`src/rtl/fetch_ctrl_pkg.sv`:
```
// Shared widths and enable levels for the instruction fetch controller.
package fetch_ctrl_pkg;

    localparam int INST_W = 32;
    localparam int ADDR_W = 32;

    localparam logic ENABLE  = 1'b1;
    localparam logic DISABLE = 1'b0;

    // Byte distance between the two instructions of a pair, and between pairs.
    localparam logic [ADDR_W-1:0] INST_STEP = 32'd4;
    localparam logic [ADDR_W-1:0] PAIR_STEP = 32'd8;

endpackage

```
`src/rtl/fetch_ctrl.sv`:
```
// Instruction fetch controller: fetches two consecutive instructions from the
// instruction cache, one request at a time, and pushes them as a pair into the
// instruction queue. A redirect (clear) discards any partial pair and restarts
// fetch at the redirect target, draining an outstanding cache response first.
//
// state     | meaning
// ----------+---------------------------------------------------------------
// IDLE      | after reset, waiting for the first ready cycle
// FETCH_O   | request outstanding for the first instruction (addr = pc)
// FETCH_T   | request outstanding for the second instruction (addr = pc+4)
// PUSH      | pair captured, waiting for queue space
// DRAIN     | redirect pending, waiting to discard an in-flight response
module fetch_ctrl
    import fetch_ctrl_pkg::*;
#(
    parameter logic [ADDR_W-1:0] RESET_PC = 32'h0
) (
    input  logic              clk,
    input  logic              rst,
    input  logic              rdy,
    input  logic              clear,
    input  logic [ADDR_W-1:0] jumpAddr,
    input  logic              ifStall,
    output logic              icReq,
    output logic [ADDR_W-1:0] icAddr,
    input  logic              icValid,
    input  logic [INST_W-1:0] icInst,
    output logic              instEnO,
    output logic              instEnT,
    output logic [INST_W-1:0] instO,
    output logic [INST_W-1:0] instT,
    output logic [ADDR_W-1:0] PCO,
    output logic [ADDR_W-1:0] PCT
);

    typedef enum logic [2:0] {
        S_IDLE    = 3'd0,
        S_FETCH_O = 3'd1,
        S_FETCH_T = 3'd2,
        S_PUSH    = 3'd3,
        S_DRAIN   = 3'd4
    } state_t;

    state_t            state;
    logic [ADDR_W-1:0] pc;
    logic [INST_W-1:0] slot_o;
    logic [INST_W-1:0] slot_t;

    // Fetch sequencing, redirect handling and all registered outputs.
    // Outputs are computed alongside the next state so icReq/icAddr are
    // already valid in the first cycle of FETCH_O/FETCH_T.
    always_ff @(posedge clk or posedge rst) begin
        if (rst) begin
            state   <= S_IDLE;
            pc      <= RESET_PC;
            slot_o  <= '0;
            slot_t  <= '0;
            icReq   <= DISABLE;
            icAddr  <= RESET_PC;
            instEnO <= DISABLE;
            instEnT <= DISABLE;
            instO   <= '0;
            instT   <= '0;
            PCO     <= '0;
            PCT     <= '0;
        end else if (rdy) begin
            instEnO <= DISABLE;
            instEnT <= DISABLE;
            if (clear) begin
                pc <= jumpAddr;
                case (state)
                    S_FETCH_O, S_FETCH_T, S_DRAIN: begin
                        // A response arriving with the redirect closes the
                        // outstanding request, so fetch can restart at once.
                        if (icValid) begin
                            state  <= S_FETCH_O;
                            icReq  <= ENABLE;
                            icAddr <= jumpAddr;
                        end else begin
                            state <= S_DRAIN;
                            icReq <= DISABLE;
                        end
                    end
                    default: begin
                        state  <= S_FETCH_O;
                        icReq  <= ENABLE;
                        icAddr <= jumpAddr;
                    end
                endcase
            end else begin
                case (state)
                    S_IDLE: begin
                        state  <= S_FETCH_O;
                        icReq  <= ENABLE;
                        icAddr <= pc;
                    end
                    S_FETCH_O: begin
                        if (icValid) begin
                            slot_o <= icInst;
                            state  <= S_FETCH_T;
                            icAddr <= pc + INST_STEP;
                        end
                    end
                    S_FETCH_T: begin
                        if (icValid) begin
                            slot_t <= icInst;
                            state  <= S_PUSH;
                            icReq  <= DISABLE;
                        end
                    end
                    S_PUSH: begin
                        if (!ifStall) begin
                            instEnO <= ENABLE;
                            instEnT <= ENABLE;
                            instO   <= slot_o;
                            instT   <= slot_t;
                            PCO     <= pc;
                            PCT     <= pc + INST_STEP;
                            pc      <= pc + PAIR_STEP;
                            state   <= S_FETCH_O;
                            icReq   <= ENABLE;
                            icAddr  <= pc + PAIR_STEP;
                        end
                    end
                    S_DRAIN: begin
                        if (icValid) begin
                            state  <= S_FETCH_O;
                            icReq  <= ENABLE;
                            icAddr <= pc;
                        end
                    end
                    default: begin
                        state <= S_IDLE;
                        icReq <= DISABLE;
                    end
                endcase
            end
        end
    end

endmodule
```
`config.mk`:
```
export PLATFORM = sky130hd
export DESIGN_NAME = fetch_ctrl
export DESIGN_NICKNAME = d
export VERILOG_FILES = /design/src/rtl/fetch_ctrl_pkg.sv /design/src/rtl/fetch_ctrl.sv
export SDC_FILE = /design/constraint.sdc
export NUM_CORES = 1
export LEC_CHECK = 0
export BUFFER_PORTS_ARGS = -buffer_cell sky130_fd_sc_hd__buf_2
export CORE_MARGIN = 2
export CORE_UTILIZATION = 25
export DETAILED_ROUTE_END_ITERATION = 10
export GPL_TIMING_DRIVEN = 0
export MAX_ROUTING_LAYER = met4
export SKIP_LAST_GASP = 1
export SLEW_MARGIN = 0
export SYNTH_ARGS = -nofsm -noshare
export SYNTH_HDL_FRONTEND = slang
export SYNTH_SLANG_ARGS = --single-unit
```
`constraint.sdc`:
```
create_clock -name clk -period 15.35 [get_ports clk]
set_input_delay 2.3025 -clock clk [delete_from_list [all_inputs] [get_ports clk]]
set_output_delay 2.3025 -clock clk [all_outputs]
set_load 0.03 [all_outputs]
```
# Yosys cells after proc, flatten, opt, wreduce, memory -nomap -nowiden
# Cells that the tools add are included.
[totals]
inputBits = 70
out_inout_bits = 163
reg_bits = 261
wordCells = 64
[op_classes]
add_sub_neg = 2
n_eq_ne = 11
n_bitwise = 2
mux = 27
n_reduce_logical = 11
[op_table]
columns = ["operator", "count"]
rows = [
  ["32-bit 2-to-1 mux", 8],
  ["32-bit case mux with 4 select lines", 1],
  ["32-bit by 3-bit adder with 32-bit output (second input constant)", 1],
  ["32-bit by 4-bit adder with 32-bit output (second input constant)", 1],
  ["3-bit 2-to-1 mux", 7],
  ["3-bit != test (second input constant)", 5],
  ["3-bit case mux with 5 select lines", 1],
  ["4-bit AND reduction", 3],
  ["5-bit AND reduction", 2],
  ["1-bit 2-to-1 mux", 9],
  ["3-bit by 2-bit == test with 1-bit output (second input constant)", 2],
  ["6-bit AND reduction", 1],
  ["1-bit case mux with 5 select lines", 1],
  ["5-bit nonzero test", 1],
  ["2-bit != test (second input constant)", 2],
  ["3-bit by 1-bit == test with 1-bit output (second input constant)", 1],
  ["3-bit == test (second input constant)", 1],
  ["3-bit logical NOT", 1],
  ["3-bit AND reduction", 1],
  ["3-bit OR reduction", 1],
  ["1-bit NOT", 2],
  ["2-bit nonzero test", 1],
]

# Depth between registers and ports, before layout
[logic_depth]
word_depth = 4
mapped_depth = 9
mapped_depth_nobuf = 7

# Worst setup path before layout
# OpenSTA, ideal clock, no wires.
[synth_timing]
path_type = "input -> register"
startpoint = "input port icValid"
endpoint = "register slot_o[10]"
cell_stages = 7
t_arrival_ns = 4.035
required_time_ns = 15.225
setup_slack_ns = 11.190
setup_ns = 0.125
path_buffers = 2
path_cell_list = "clkbuf_1 -> o21ai_0 -> a211oi_1 -> o21ai_2 -> nor2_2 -> buf_2 -> mux2_2"
[synth_between]
elab_chain_cells = 1
[synth_lines]
columns = ["element", "line", "text"]
rows = [
  ["from (decl)", "fetch_ctrl.sv:26", "input logic icValid,"],
  ["4-bit AND reduction (no line)", "n/a", ""],
  ["to (signal assigned)", "fetch_ctrl.sv:99", "slot_o <= icInst;"],
  ["to (decl)", "fetch_ctrl.sv:46", "logic [INST_W-1:0] slot_o;"],
]
# No other way between the ends.
# A chain may end at the register's enable or synchronous reset.

# Final worst setup path
[layout_timing]
startpoint = "input port clear"
endpoint = "register PCT[2]"
[layout_between]
elab_chain_cells = 2
[layout_lines]
columns = ["element", "line", "text"]
rows = [
  ["from (decl)", "fetch_ctrl.sv:21", "input logic clear,"],
  ["1-bit NOT (no line)", "n/a", ""],
  ["4-bit AND reduction (no line)", "n/a", ""],
  ["to (signal assigned)", "fetch_ctrl.sv:118", "PCT <= pc + INST_STEP;"],
  ["to (decl)", "fetch_ctrl.sv:33", "output logic [ADDR_W-1:0] PCT"],
]
# No other way between the ends.

==> out/qor.csv <==
metric,value,unit
outcome,completed,
worst_path_max_delay_cell,nor3_1,
startpoint,clear,
nets,1440,
layout_commonest_cell,dfrtp_1,
cts_buffers,31,
r2r_slack,11.46,ns
synth.net_count,1174,
multi_input_area,0.00519,mm2
cpPeakStageDelay,1.00,ns
drive_gt1_share,34.2,%
cts_tree,yes,
reg2reg_to,PCT[2],
post_cts_buffers,0,
hp-class,register to register,
highest_layer,met4,
syn_area_per_cell,11.0,um2
synth-edff-count,0,
hpwl,33600,um
regArea,0.00648,mm2
synth.top_cell.area_share,53.5,%
worstMarginPinSlew,1.23,ns
floorplan.io_pins,233,
first_global_vias,10267,
wl_per_cell,22.8,um
clockBufferDepth,3,
rows,80,
gr-usage-all-layers,18.6,%
grt_antenna_before_repair,3,
syn_area,0.0121,mm2
ys_seq_area_share,53.5,%
setup_violations,0,
drt_iter0_drc,712,
synthTopCellsByArea,"dfrtp_1 (53%), mux2_2 (14%), a21oi_1 (3.0%), nor2_1 (2.8%), nand2_1 (2.4%)",
drv_slew,0,
ctsHoldBuffers,0,
ctsResizeCount,0,
hold_viol_final,0,
h-tree-depth,1,
cap_viol_max_count,0,
min_period_over_period,33.4,%
synthToLayoutAreaGrowth,25.3,%
yosysTopAreaCell,dfrtp_1,
cts.sinks,259,
syn_inst,1102,
place_congestion,0.956,
crit_chain,"buf_2, nor3b_1, nand2_1, nor3_1, clkbuf_1, clkbuf_1, a21oi_1",
arrival,5.55,ns
die_w,224,um
slew_headroom,17.4,%
power,3.02,mW
vias,9970,
setup.worst_path.class,input pin to register,
yosysWarningCount,0,
startpoint_type,input pin,
ys_ff_latch,259,
finalWirelength,45700,um
hold_slack,0.485,ns
r2r-start,state[0],
grt_pass1_wl,68100,um
cp_data_required_time,15.77,ns
power_density,199,mW/mm2
fillCellCount,4963,
synth-async-reset-ratio,100,%
cpMostUsedCell,clkbuf_1,
fp.dieH,224,um
grt_max_degree,129,
drcViolationCount,0,
routed-wl-met3,4050,um
clkTransAtPathRegs,0.06,ns
io_buffers,231,
ys_types,68,
fin_skew,0.0190,ns
p_leak,6.99,nW
cp_max_fo,10,
wl_met2,21200,um
most-common-layout-cells,"dfrtp_1 (259), buf_2 (247), mux2_2 (154), nor2_1 (92), nand2_1 (77)",
detail-route-antenna-nets,0,
crit_end,PCT[2],
die_area,0.0503,mm2
synth_ff_type,dfrtp_1,
dr.pass1.iters,7,
endpoint_kind,register,
viasPerCell,4.97,
clock_latency,0.59,ns
peakVddDrop,106,uV
cts-root-buf,clkbuf_16,
core_region_area,0.0478,mm2
min_period,5.13,ns
start_util,25.3,%
reg2reg_depth,6,
drt-met1-wl,19000,um
max_clock_freq,0.195,GHz
gr-total-overflow,0,
finalSetupTns,0,ns
rsz0062_at_grt,false,
-- sequential cells by signal, indices dropped and copies added (netlist names) --
signal,flops
pc,32
slot_o,32
instT,32
icReq,1
instEnT,1
PCT,30
PCO,32
instO,32
state,3
slot_t,32
icAddr,32
-- synth_stat cells, drive strengths merged (3+ instances only) --
| master | n |
|---|---|
| o21ai | 69 |
| or2 | 3 |
| buf | 35 |
| nand3 | 18 |
| nor3b | 3 |
| and3 | 7 |
| a222oi | 3 |
| inv | 14 |
| nor2 | 93 |
| or3 | 6 |
| a21o | 6 |
| o22ai | 10 |
| mux2 | 174 |
| a22o | 3 |
| clkbuf | 60 |
| nand4 | 14 |
| o211ai | 3 |
| and4 | 4 |
| nand2b | 3 |
| a21oi | 72 |
| o21a | 4 |
| and2 | 3 |
| nand2 | 77 |
| a221oi | 5 |
| xnor2 | 28 |
| a22oi | 8 |
| mux2i | 11 |
| dfrtp | 259 |
| o221ai | 7 |
| nor3 | 27 |
| nor4 | 12 |
| xor2 | 19 |
| o31ai | 3 |
| a31oi | 7 |
-- worst min path at each step --
| stage | startpoint | to | slack [ns] | cells past startpoint |
|---|---|---|---|---|
| after floorplan | slot_o[11] | slot_o[11] | 0.45 | 1 |
| after global placement | slot_o[12] | slot_o[12] | 0.46 | 1 |
| after detailed placement | instO[19] | instO[19] | 0.47 | 1 |
| after CTS | icAddr[18] | icAddr[18] | 0.49 | 1 |
| after global routing | instO[30] | instO[30] | 0.51 | 1 |
| final | slot_o[17] | slot_o[17] | 0.48 | 1 |
-- layer usage --
| metal | global-route usage, % | up-vias |
|---|---|---|
| li1 | - | 4463 |
| met1 | 23.2 | 4967 |
| met2 | 29.2 | 448 |
| met3 | 5.13 | 92 |
| met4 | 5.98 | 0 |
| met5 | - | - |
-- critical path: cells and delay by family --
kind / cells / cell delay (ns)
buf+inv: 3 / 1.56
simple gates: 3 / 1.49
compound gates: 1 / 0.18
-- cells by family (layout without fill, tap and decap cells) --
kind of cell / after synthesis / count (layout) / share of synthesized area (%)
simple gates: 282 / 282 / 11.3
flops: 259 / 259 / 53.5
compound gates: 218 / 218 / 10.9
mux: 185 / 185 / 17.1
buf+inv: 109 / 396 / 3.73
xor+xnor: 47 / 47 / 3.40
fa+ha+maj: 2 / 2 / 0.206
other cells: 0 / 3 / 0
-- where the power goes --
group | switching [mW] | leakage [nW] | internal, mW | total (mW)
Combinational | 0.788 | 3.15 | 0.379 | 1.17
Sequential | 0.141 | 3.33 | 0.942 | 1.08
Clock | 0.311 | 0.519 | 0.462 | 0.773
-- per-stage QoR --
| stage | setup slack, ns | area [um2] | utilization (%) | std cells |
|---|---|---|---|---|
| after global placement | 2.88 | 14000 | 29.4 | 1948 |
| after floorplan | 5.92 | 12100 | - | 1102 |
| after detailed placement | 9.63 | 14100 | 29.5 | 1950 |
| final | 10.22 | 15200 | 31.7 | 2007 |
| after CTS | 10.24 | 15200 | 31.7 | 2004 |
| after global routing | 10.02 | 15200 | 31.7 | 2007 |
-- layout make-up --
cell class | count | area share, %
antenna | 3 | 0.0494
inverter | 14 | 0.396
clock inverter | 16 | 1.41
timing repair buffer | 233 | 7.98
clock buffer | 38 | 5.61
sequential | 259 | 42.7
buffer | 95 | 2.63
tap | 615 | 5.07
multi-input combinational | 734 | 34.2
(Power assumes the default switching activity.)
